File: config.mk
export PLATFORM = sky130hd
export DESIGN_NAME = lutram_arbiter
export DESIGN_NICKNAME = d
export VERILOG_FILES = /design/src/rtl/lutram_arb_pkg.sv /design/src/rtl/rr_arbiter.sv /design/src/rtl/lutram_arbiter.sv
export SDC_FILE = /design/constraint.sdc
export NUM_CORES = 1
export LEC_CHECK = 0
export CORE_ASPECT_RATIO = 2
export CORE_MARGIN = 2
export CORE_UTILIZATION = 45
export DETAILED_ROUTE_END_ITERATION = 6
export GPL_TIMING_DRIVEN = 1
export PLACE_DENSITY_LB_ADDON = 0.12
export SLEW_MARGIN = 15
export SYNTH_ARGS = -nofsm -noshare
export SYNTH_HDL_FRONTEND = slang
export SYNTH_SLANG_ARGS = --single-unit
File: constraint.sdc
create_clock -name i_clk -period 4.3 [get_ports i_clk]
set_clock_uncertainty 0.15 [all_clocks]
set_input_delay 0.645 -clock i_clk [delete_from_list [all_inputs] [get_ports i_clk]]
set_output_delay 0.645 -clock i_clk [all_outputs]
set_load 0.01 [all_outputs]
File: src/rtl/lutram_arb_pkg.sv
// Shared types and sizing helpers for the slice-RAM arbiter.
// Imported by lutram_arbiter and rr_arbiter.
package lutram_arb_pkg;

  typedef enum logic {ST_CLEAR, ST_ARB} state_e;

  function automatic int unsigned clog2(input int unsigned n);
    int unsigned r;
    r = 0;
    while ((32'd1 << r) < n) r++;
    return r;
  endfunction

  // A one-requester pointer still needs a 1-bit register.
  function automatic int unsigned ptr_width(input int unsigned n);
    return (n < 2) ? 1 : clog2(n);
  endfunction

  function automatic int unsigned depth(input int unsigned addr_w);
    return 32'd1 << addr_w;
  endfunction

endpackage

File: src/rtl/rr_arbiter.sv
// Combinational round-robin picker: first asserted request at or after i_ptr,
// wrapping explicitly at NUM_REQ-1 so non-power-of-two counts work.
module rr_arbiter
  import lutram_arb_pkg::*;
#(
  parameter int unsigned NUM_REQ = 4,
  parameter int unsigned PTR_W   = ptr_width(NUM_REQ)
) (
  input  logic [NUM_REQ-1:0] i_req,
  input  logic [PTR_W-1:0]   i_ptr,
  input  logic               i_en,
  output logic [NUM_REQ-1:0] o_gnt,
  output logic [PTR_W-1:0]   o_idx
);

  localparam int unsigned JW = PTR_W + 1;

  logic          w_found;
  logic [JW-1:0] w_j;

  always_comb begin
    o_gnt   = '0;
    o_idx   = '0;
    w_found = 1'b0;
    w_j     = '0;
    for (int k = 0; k < int'(NUM_REQ); k++) begin
      w_j = {1'b0, i_ptr} + JW'(k);
      if (w_j >= JW'(NUM_REQ)) w_j = w_j - JW'(NUM_REQ);
      if (i_en && !w_found && i_req[w_j[PTR_W-1:0]]) begin
        w_found                 = 1'b1;
        o_gnt[w_j[PTR_W-1:0]]   = 1'b1;
        o_idx                   = w_j[PTR_W-1:0];
      end
    end
  end

endmodule

File: src/rtl/lutram_arbiter.sv
// Clears a 16xN distributed RAM after reset, then grants one read or write
// per cycle round-robin and returns registered read data.
module lutram_arbiter
  import lutram_arb_pkg::*;
#(
  parameter int unsigned NUM_REQ        = 4,
  parameter int unsigned DATA_W         = 4,
  parameter int unsigned ADDR_W         = 4,
  parameter int unsigned CLEAR_ON_RESET = 1
) (
  input  logic                      i_clk,
  input  logic                      i_rstn,
  input  logic [NUM_REQ-1:0]        i_req,
  input  logic [NUM_REQ-1:0]        i_we,
  input  logic [NUM_REQ*ADDR_W-1:0] i_addr,
  input  logic [NUM_REQ*DATA_W-1:0] i_wdata,
  output logic [NUM_REQ-1:0]        o_gnt,
  output logic [NUM_REQ-1:0]        o_rvalid,
  output logic [DATA_W-1:0]         o_rdata,
  output logic                      o_busy,
  output logic [ADDR_W-1:0]         o_ram_wad,
  output logic [DATA_W-1:0]         o_ram_di,
  output logic                      o_ram_wre,
  output logic [ADDR_W-1:0]         o_ram_rad,
  input  logic [DATA_W-1:0]         i_ram_do
);

  localparam int unsigned PTR_W = ptr_width(NUM_REQ);
  localparam int unsigned DEPTH = depth(ADDR_W);

  state_e              r_state;
  logic [PTR_W-1:0]    r_ptr;
  logic [ADDR_W-1:0]   r_cnt;
  logic [NUM_REQ-1:0]  r_rvalid;
  logic [DATA_W-1:0]   r_rdata;

  logic [ADDR_W-1:0]   w_addr  [NUM_REQ];
  logic [DATA_W-1:0]   w_wdata [NUM_REQ];
  logic [NUM_REQ-1:0]  w_gnt;
  logic [PTR_W-1:0]    w_idx;
  logic                w_arb_en;
  logic                w_any;
  logic                w_wr_grant;
  logic                w_rd_grant;
  logic [PTR_W-1:0]    w_rad_idx;
  logic [PTR_W-1:0]    w_ptr_next;

  for (genvar g = 0; g < int'(NUM_REQ); g++) begin : g_unpack
    assign w_addr[g]  = i_addr[g*ADDR_W +: ADDR_W];
    assign w_wdata[g] = i_wdata[g*DATA_W +: DATA_W];
  end

  assign w_arb_en = i_rstn && (r_state == ST_ARB);

  rr_arbiter #(
    .NUM_REQ (NUM_REQ),
    .PTR_W   (PTR_W)
  ) u_rr (
    .i_req (i_req),
    .i_ptr (r_ptr),
    .i_en  (w_arb_en),
    .o_gnt (w_gnt),
    .o_idx (w_idx)
  );

  assign w_any      = |w_gnt;
  assign w_wr_grant = w_any && i_we[w_idx];
  assign w_rd_grant = w_any && !i_we[w_idx];
  // Idle read port follows the pointer so RAM_RAD never floats to X.
  assign w_rad_idx  = w_rd_grant ? w_idx : r_ptr;
  assign w_ptr_next = (w_idx == PTR_W'(NUM_REQ - 1)) ? '0 : w_idx + PTR_W'(1);

  always_comb begin
    o_gnt     = w_gnt;
    o_busy    = (r_state == ST_CLEAR);
    o_ram_rad = w_addr[w_rad_idx];
    o_ram_wre = 1'b0;
    o_ram_wad = w_addr[w_idx];
    o_ram_di  = w_wdata[w_idx];
    if (r_state == ST_CLEAR) begin
      o_ram_wre = i_rstn;
      o_ram_wad = r_cnt;
      o_ram_di  = '0;
    end else begin
      o_ram_wre = w_wr_grant;
    end
  end

  always_ff @(posedge i_clk) begin
    if (!i_rstn) begin
      r_state  <= (CLEAR_ON_RESET != 0) ? ST_CLEAR : ST_ARB;
      r_ptr    <= '0;
      r_cnt    <= '0;
      r_rvalid <= '0;
      r_rdata  <= '0;
    end else begin
      r_rvalid <= '0;
      case (r_state)
        ST_CLEAR: begin
          r_cnt <= r_cnt + ADDR_W'(1);
          if (r_cnt == ADDR_W'(DEPTH - 1)) r_state <= ST_ARB;
        end
        default: begin
          if (w_any) begin
            r_ptr <= w_ptr_next;
            if (w_rd_grant) begin
              r_rdata  <= i_ram_do;
              r_rvalid <= w_gnt;
            end
          end
        end
      endcase
    end
  end

  assign o_rvalid = r_rvalid;
  assign o_rdata  = r_rdata;

endmodule

==> flow_summary.toml, run 1 <==
[status]
run_status = "complete, no violations"

[timing]
timing.slew.headroom_pct = 67.2
report.final.setup_viol = 0
period_share_pct = 98.4
max_freq_mhz = 236
timing_hold_violations_final = 0
setup_ws_ns = 0.0705
slew_violations = 0
post-route-min-period_ns = 4.23
worst-slew-pin-transition_ns = 0.493

[layout]
design.final.nets = 378
layout_cells_sized_above_1_pct = 23.6
n_antenna_cell = 0
syn_to_final_growth_pct = 53.4
layout.core_utilization_pct = 71.4

[placement]
portBuffers = 71
dp_slack_ns = -0.419
finalWeightedCongestion = 0.848
hpwlAfterDp_um = 4170

[global_routing]
globalRoute.totalOverflow = 0
grt_antenna_before_repair = 0
grt_pass1_wl_um = 9310
gr-usage-all-layers_pct = 24.2
first_global_vias = 2163
grt_start_max_net_pins = 24

[route]
detailroute.via_count = 2088
post_drt_via_cell_ratio = 5.58
detail_route.drc_violations = 0
drt_wl_total_um = 5470
dr.first_iter.drc_count = 70
wl_per_cell_um = 14.6
antenna_left = 0
first_pass_iters = 5

[floorplanning]
die-height_um = 95.9
io_pins = 72
fp.dieW_um = 50.0
row_count = 33
initial_core_util_pct = 46.5
die_area_um2 = 4790
core_area_um2 = 4090

[clock_network]
max-clock-path-buffers = 2
h-tree-depth = 1
clkTransAtPathRegs_ns = 0.06
cts_tree = "done"
clock_insertion_delay_worst_skew_ns = 0.24
clkSinkCount = 15
root_driver = "sky130_fd_sc_hd__clkbuf_8"
numCtsBuffers = 3
postCtsHoldBufs = 0

[run]
max_cap_violations = 0

[worst_setup_path]
critical_path_arrival_ns = 3.43
maximum_net_fanout_on_the_critical_path = 8
path_class = "in -> out"
cp_data_required_time_ns = 3.50
start_kind = "primary input"
worstSetupEndpointType = "output pin"

[logic_synthesis]
synthDistinctLibCells = 49
synth_area_um2 = 1900
synth_enable_flop_cells = 0
synth.yosys.seq_area_share_pct = 15.8
post_synth_inst_count = 227
synth.ff_latch_count = 15
synth.avg_cell_area_um2 = 8.38
ys_dominant_reg_cell = "sky130_fd_sc_hd__dfxtp_1"
synth_fp_nets = 282
ys_warn_count = 0
synth_async_sr_flop_share_pct = 0

[pwr]
p_leak_nw = 1.13
power-per-cell-area_nw_per_um2 = 126
total_power_uw = 366
peak_supply_drop_uv = 360

[min_path]
class_of_the_tightest_hold_or_removal_check = "reg -> reg"
state kept, by name, indices dropped and copies added, names as in the netlist:
register,count
r_ptr,2
r_state,1
o_rvalid,4
o_rdata,4
r_cnt,4
kinds of logic after synthesis:
kind of cell	after synthesis	share of synthesized area, %
AND/OR/NAND/NOR	74	19.3
AO/OA/AOI/OAI	65	29.0
buffers and inverters	34	11.6
multiplexers	26	16.5
flip-flops	15	15.8
adder cells (fa/ha/maj)	9	5.92
XOR/XNOR	4	1.84
per-stage QoR:
stage	cells	setup TNS [ns]	hold slack, ns	instance area, um2
2_1_floorplan	227	0	0.298	1900
3_3_place_gp	364	-1.65	0.312	2770
3_5_place_dp	364	-1.91	0.327	2770
4_1_cts	368	0	0.334	2840
5_1_grt	374	-0.291	0.377	2920
6_report	374	0	0.335	2920
repair_timing:
| item | CTS | global route |
|---|---|---|
| setup buffers | 0 | 6 |
| pin swaps | 2 | 5 |
| setup endpoints to repair | 7 | 6 |
| gates resized for setup | 14 | 13 |
| endpoints found under the hold margin | 0 | 0 |
cells in the final DEF (no fill, tap or decap), drive strengths merged, types with 2 or more instances in the layout:
cell type      instances
dlygate4sd2            6
mux2i                 13
mux2                  10
o211ai                19
nor2                  18
xnor2                  2
and3b                  2
ha                     9
a21oi                  4
xor2                   2
nor2b                  5
buf                   41
a31oi                  2
inv                   13
nand2                 27
a222oi                 4
clkbuf                 5
clkdlybuf4s50         62
dfxtp                 15
nand2b                 9
a211oi                14
nand3                  6
a211o                  8
o21ai                  9
mux4                   3
final cells by class:
| cell class | instances | area, um2 |
|---|---|---|
| inverter | 13 | 48.8 |
| timing repair buffer | 112 | 1020 |
| clock buffer | 4 | 45.0 |
| multi-input combinational | 178 | 1440 |
| fill | 348 | 1170 |
| tap | 52 | 65.1 |
| sequential | 15 | 300 |
synthesized netlist by cell type (2+ instances only):
master                      n  area (um2)
sky130_fd_sc_hd__mux2_2     8        90.1
sky130_fd_sc_hd__nor2_1    17        63.8
sky130_fd_sc_hd__mux2i_1   13         130
sky130_fd_sc_hd__mux4_2     3        67.6
sky130_fd_sc_hd__o211ai_1  19         143
sky130_fd_sc_hd__nand2_1   27         101
sky130_fd_sc_hd__buf_4      3        22.5
sky130_fd_sc_hd__buf_6      8        90.1
sky130_fd_sc_hd__xnor2_1    2        17.5
sky130_fd_sc_hd__nand2b_1   9        56.3
sky130_fd_sc_hd__a211oi_2   3        37.5
sky130_fd_sc_hd__a21oi_1    2        10.0
sky130_fd_sc_hd__clkbuf_1   6        22.5
sky130_fd_sc_hd__a222oi_1   4        40.0
sky130_fd_sc_hd__a211oi_1  11        82.6
sky130_fd_sc_hd__a211o_1    7        61.3
sky130_fd_sc_hd__ha_1       9         113
sky130_fd_sc_hd__nand3_1    6        30.0
sky130_fd_sc_hd__inv_1     13        48.8
sky130_fd_sc_hd__dfxtp_1   15         300
sky130_fd_sc_hd__a31oi_1    2        12.5
sky130_fd_sc_hd__xor2_1     2        17.5
sky130_fd_sc_hd__o21ai_0    8        40.0
sky130_fd_sc_hd__nor2b_1    5        31.3
where the power goes:
part / internal, mW / leakage, nW / switching (mW)
Clock: 0.0654 / 0.0228 / 0.0437
Combinational: 0.0703 / 0.990 / 0.0427
Sequential: 0.142 / 0.121 / 0.00278
worst max-delay path, stage by stage:
cell                            delay (ns)
sky130_fd_sc_hd__dlygate4sd2_1        0.28
sky130_fd_sc_hd__buf_4                0.17
sky130_fd_sc_hd__or4_4                0.50
sky130_fd_sc_hd__a21oi_4              0.24
sky130_fd_sc_hd__a222oi_1             0.14
sky130_fd_sc_hd__buf_4                0.16
sky130_fd_sc_hd__and4_4               0.18
sky130_fd_sc_hd__buf_6                0.14
sky130_fd_sc_hd__o21ai_4              0.16
sky130_fd_sc_hd__o2bb2ai_4            0.16
sky130_fd_sc_hd__mux2_2               0.36
sky130_fd_sc_hd__dlygate4sd2_1        0.28
routing by layer:
| metal | share of wire [%] | GRT usage [%] | vias to the layer above | wire, um |
|---|---|---|---|---|
| met1 | 38 | 25.4 | 980 | 2060 |
| met5 | 0 | 0 | - | 0 |
| li1 | - | - | 1019 | - |
| met2 | 56 | 47.3 | 72 | 3060 |
| met4 | 3.1 | 9.26 | 0 | 170 |
| met3 | 3.4 | 3.26 | 17 | 188 |
worst paths after layout:
path                               start            to  slack [ns]  cells after the start
worst max register to register  r_ptr[1]    o_rdata[1]        1.22                     13
worst min-delay path            r_cnt[3]       r_state        0.33                      2
worst min register to register  r_cnt[3]       r_state        0.33                      2
worst max-delay path            i_req[2]  o_ram_rad[3]        0.07                     12
Power figures use the tool's default switching activity.
==> inputs of run 2 (changes only) <==
Settings changed: CORE_UTILIZATION 45 to 48.
Clock period 4.3 ns to 4.91 ns, I/O delays scaled along.
==> run 2 against run 1 <==
Against the previous run:
- power is 13% lower
- sequential share of layout area is 0.57 points higher
- largest power group unchanged
- hold slack worse by 0.0066 ns
- die area is 5.9% lower
- routed wire length is 2.2% lower
- critical path depth is 1 lower
- sequential cell count stayed put
- first-iteration DRC count is 33% lower
- final cell count is 5.1% lower
==> flow_summary.toml, run 2 (synthesis results as in run 1) <==
[status]
run_status = "complete, no violations"

[worst_setup_path]
timing.reg2reg.setup_slack_ns = 1.47
regToRegEndpoint = "o_rdata[1]"
start_kind = "primary input"
cp_data_required_time_ns = 4.02
critical_path_arrival_ns = 3.99
worstSetupEndpointType = "output pin"
maximum_net_fanout_on_the_critical_path = 8
timing.reg2reg.worst_path_depth = 12
timing.rr.start = "r_ptr[0]"
path_class = "in -> out"

[layout]
n_antenna_cell = 0
design.final.nets = 360
fillCellCount = 318
seqCellArea_um2 = 300
multi_input_comb_area_um2 = 1410
final_cell_mix = "sky130_fd_sc_hd__clkdlybuf4s50_1 (69), sky130_fd_sc_hd__nand2_1 (27), sky130_fd_sc_hd__buf_4 (22)"
syn_to_final_growth_pct = 45.4
layout_commonest_cell = "sky130_fd_sc_hd__clkdlybuf4s50_1"
layout_cells_sized_above_1_pct = 18.1
layout.core_utilization_pct = 71.9

[placement]
hpwlAfterDp_um = 4180
finalWeightedCongestion = 0.807
portBuffers = 71

[floorplanning]
initial_core_util_pct = 49.5
die-height_um = 93.0
core_area_um2 = 3840
io_pins = 72
fp.dieW_um = 48.5
row_count = 32
die_area_um2 = 4510

[global_routing]
grt_start_max_net_pins = 28
grt_antenna_before_repair = 0
first_global_vias = 1993
gr-usage-all-layers_pct = 24.1
grt_pass1_wl_um = 8870
globalRoute.totalOverflow = 0

[clock_network]
clock_insertion_delay_worst_skew_ns = 0.24
numCtsBuffers = 3
cts_tree = "done"
postCtsHoldBufs = 0
root_driver = "sky130_fd_sc_hd__clkbuf_8"
clkSinkCount = 15
max-clock-path-buffers = 2
clkTransAtPathRegs_ns = 0.06
h-tree-depth = 1

[route]
wl_per_cell_um = 15.1
drt_wl_total_um = 5360
dr.first_iter.drc_count = 47
detail_route.drc_violations = 0
antenna_left = 0
detailroute.via_count = 1993
post_drt_via_cell_ratio = 5.61
first_pass_iters = 6

[pwr]
power-per-cell-area_nw_per_um2 = 116
p_leak_nw = 1.05
peak_supply_drop_uv = 195

[timing]
setup_tns_ns = 0
max_freq_mhz = 205
slew_violations = 0
report.final.setup_viol = 0
timing_hold_violations_final = 0
timing.slew.headroom_pct = 67.0
period_share_pct = 99.4
worst-slew-pin-transition_ns = 0.495
post-route-min-period_ns = 4.88

[run]
max_cap_violations = 0

[min_path]
holdCritStartpoint = "r_cnt[3]"
class_of_the_tightest_hold_or_removal_check = "reg -> reg"
hold_depth = 2
min_delay_worst_endpoint = "r_state"
-- run 2: cell types whose count changed in the layout (fill, tap and decap cells not counted), sizes merged --
cell / before / now
buf: 41 / 23
clkdlybuf4s50: 62 / 69
dlygate4sd2: 6 / 0
clkbuf: 5 / 3
clkdlybuf4s15: 1 / 0
clkinv: 0 / 1
dlymetal6s2s: 1 / 2
-- run 2: per-stage QoR --
step / setup slack, ns / cell area, um2 / std cells / hold WS (ns) / power, mW
4_1_cts: 0.00643 / 2710 / 353 / 0.324 / 0.320
3_5_place_dp: 0.0170 / 2670 / 349 / 0.312 / 0.222
3_3_place_gp: 0.0781 / 2670 / 349 / 0.309 / 0.221
2_1_floorplan: 0.770 / 1900 / 227 / 0.298 / 0.169
6_report: 0.0293 / 2770 / 355 / 0.328 / 0.320
5_1_grt: -0.137 / 2770 / 355 / 0.345 / 0.337
-- run 2: report_power, final --
| part | internal (mW) | switching [mW] | total (mW) | leakage, nW |
|---|---|---|---|---|
| Sequential | 0.124 | 0.00262 | 0.127 | 0.121 |
| Clock | 0.0561 | 0.0406 | 0.0967 | 0.0255 |
| Combinational | 0.0604 | 0.0359 | 0.0963 | 0.901 |
| Total | 0.240 | 0.0792 | 0.320 | 1.05 |
-- run 2: cell type report --
| type | count | share of cell area [%] |
|---|---|---|
| clock buffers | 3 | 1.49 |
| clock inverters | 1 | 0.181 |
| inverters | 13 | 1.76 |
| multi-input cells | 178 | 50.8 |
| flip-flops and latches | 15 | 10.9 |
| well taps | 51 | 2.31 |
| repair buffers | 94 | 32.6 |
-- run 2: timing repair --
| action | in CTS | in global routing |
|---|---|---|
| endpoints found under the setup margin | 0 | 4 |
| buffers inserted | 0 | 2 |
| gates resized for setup | 0 | 8 |
-- run 2: how the worst max path moves through the flow --
stage             start      endpoint  slack [ns]  cells after the start
2_1_floorplan  r_ptr[1]  o_ram_rad[2]        0.77                     12
3_3_place_gp   i_req[3]  o_ram_rad[2]        0.08                     11
3_5_place_dp   i_req[0]  o_ram_rad[2]        0.02                     12
4_1_cts        i_req[2]  o_ram_rad[2]       0.006                     12
5_1_grt        i_req[2]  o_ram_rad[2]       -0.14                     11
6_report       i_req[2]  o_ram_rad[2]        0.03                     11
-- run 2: routing by layer --
metal	share of wire [%]	global-route usage (%)	vias up
li1	-	-	988
met1	36	23.7	941
met2	59	49.8	60
met3	3.9	4.15	4
met4	0.69	6.43	0
met5	0	0	-
-- run 2: worst max-delay path, stage by stage --
cell	delay (ns)
sky130_fd_sc_hd__clkdlybuf4s50_1	0.48
sky130_fd_sc_hd__mux4_2	0.58
sky130_fd_sc_hd__nand2_1	0.10
sky130_fd_sc_hd__o21ai_0	0.10
sky130_fd_sc_hd__a222oi_1	0.50
sky130_fd_sc_hd__and4_4	0.36
sky130_fd_sc_hd__buf_4	0.14
sky130_fd_sc_hd__o21ai_2	0.07
sky130_fd_sc_hd__o2bb2ai_4	0.15
sky130_fd_sc_hd__mux2_2	0.24
sky130_fd_sc_hd__clkdlybuf4s50_1	0.53
==> RTL edit, RTL diff (flow settings as in run 1) <==
`ADDR_W`: 4 -> 3.
--- a/src/rtl/lutram_arbiter.sv
+++ b/src/rtl/lutram_arbiter.sv
@@ -5,7 +5,7 @@
 #(
   parameter int unsigned NUM_REQ        = 4,
   parameter int unsigned DATA_W         = 4,
-  parameter int unsigned ADDR_W         = 4,
+  parameter int unsigned ADDR_W         = 3,
   parameter int unsigned CLEAR_ON_RESET = 1
 ) (
   input  logic                      i_clk,
Interface: changed (resized i_addr, o_ram_rad and o_ram_wad); port bits go from 72 to 66. No check against the original RTL was run, so the function may have changed too.
==> RTL edit against run 1 <==
Synthesized area shrank 17%; sequential cell count shrank 1; utilization increased by 5.0 points; combinational power shrank 4%; cell area down 12%; setup slack gained 0.047 ns; total power grew 0.53%; largest power group unchanged; routed wire length shrank 9.8%; die area shrank 16%.
==> RTL edit: results (changes against run 1) <==
INFO  cells_and_area fillers=272 [-22%]
INFO  logic_synthesis post_synth_top_cells=dfxtp_1 (14), nor2_1 (13), and2_1 (12)
INFO  placement      io_buffers=65 [-8.5%]
INFO  placement      place_hpwl=3830um [-8.3%]
INFO  status         status=complete, no violations
INFO  setup_path     critical_path.max_fanout=6 [-2]
INFO  setup_path     cp_top_family=compound AO/OA/AOI/OAI gates
INFO  cells_and_area share_of_final_layout_standard_cells_stronger_than_drive_strength_1=31.0% [+7.4 points]
INFO  setup_path     timing.critical_path.slowest_cell_delay=0.60ns [+0.10 ns]
INFO  global_routing wire_length_of_the_first_global_routing_pass=7730um [-17%]
INFO  setup_path     reg2reg_slack=1.19ns [-0.03 ns]
INFO  logic_synthesis synth.yosys.seq_area_share=17.8% [+2.0 points]
INFO  setup_path     setup.worst_path.end=o_ram_rad[1]
INFO  setup_path     critical_path_arrival=3.39ns [-0.04 ns]
INFO  min_path       hold_path_end=o_rdata[0]
INFO  routing        initialDrtViolationCount=52 [-26%]
INFO  placement      detailed_place.area=2440um2 [-12%]
INFO  routing        wirelength=4940um [-9.8%]
INFO  min_path       hold_start=o_rdata[0]
INFO  global_routing track_usage=25.4% [+1.2 points]
INFO  routing        via_count=1728 [-17%]
INFO  global_routing grt_max_degree=17 [-29%]
INFO  global_routing grt_pass1_vias=1767 [-18%]
INFO  setup_path     worstReg2RegEnd=o_rdata[3]
INFO  cells_and_area nets=311 [-18%]
INFO  logic_synthesis syn_nets=220 [-22%]
INFO  routing        detailed_routing_iteration_count_for_the_pre_antenna_repair_pass=4 [-1]
INFO  power          p_leak=0.00101uW [-11%]
INFO  power          largest_vdd_supply_drop=0.291mV [-19%]
## RTL edit: cell type report
| type | instances | area [um2] | area share [%] |
|---|---|---|---|
| multi-input combinational | 133 | 1250 | 48.4 |
| timing repair buffer | 99 | 923 | 35.8 |
| sequential | 14 | 283 | 11.0 |
| clock buffer | 4 | 55.1 | 2.13 |
| tap | 32 | 40.0 | 1.55 |
| inverter | 8 | 30.0 | 1.16 |
## RTL edit: what timing repair did
| action | in CTS | in global routing |
|---|---|---|
| gates resized for setup | 17 | 19 |
| setup buffers | 0 | 2 |
| setup endpoints to repair | 11 | 11 |
| gates cloned | 1 | 0 |
| pin swaps | 3 | 4 |
## RTL edit: per-layer routing
layer  global-route usage (%)  wire (um)  part of all wire (%)  vias to the layer above
met5                        0          0                     0                        -
met2                     52.6       3030                    61                       64
met3                     2.06        142                   2.9                        6
met4                     5.71         37                  0.75                        0
met1                     24.6       1730                    35                      836
li1                         -          -                     -                      822
## RTL edit: through the flow
stage | TNS (ns) | instances | util, % | worst slack [ns] | power [uW]
floorplan | 0 | 168 | - | 0.0178 | 182
global placement | -1.55 | 283 | 72.3 | -0.459 | 242
global route | 0 | 290 | 76.4 | 0.0449 | 387
detailed placement | -1.98 | 283 | 72.3 | -0.543 | 245
finish | 0 | 290 | 76.4 | 0.117 | 368
CTS | 0 | 288 | 75.1 | 0.00347 | 370
## RTL edit: cells by family after synthesis
group | synth area share [%]
buf+inv | 7.54
flops | 17.8
xor+xnor | 1.11
fa+ha+maj | 7.94
mux | 25.6
compound gates | 22.3
simple gates | 17.7
## RTL edit: where the power goes
part	switching (uW)	leakage [uW]	total (uW)	internal (uW)
Combinational	38.8	0.000871	109	70.6
Clock	43.1	0.0000288	124	80.9
Sequential	2.20	0.000114	135	133
Total	84.1	0.00101	368	284
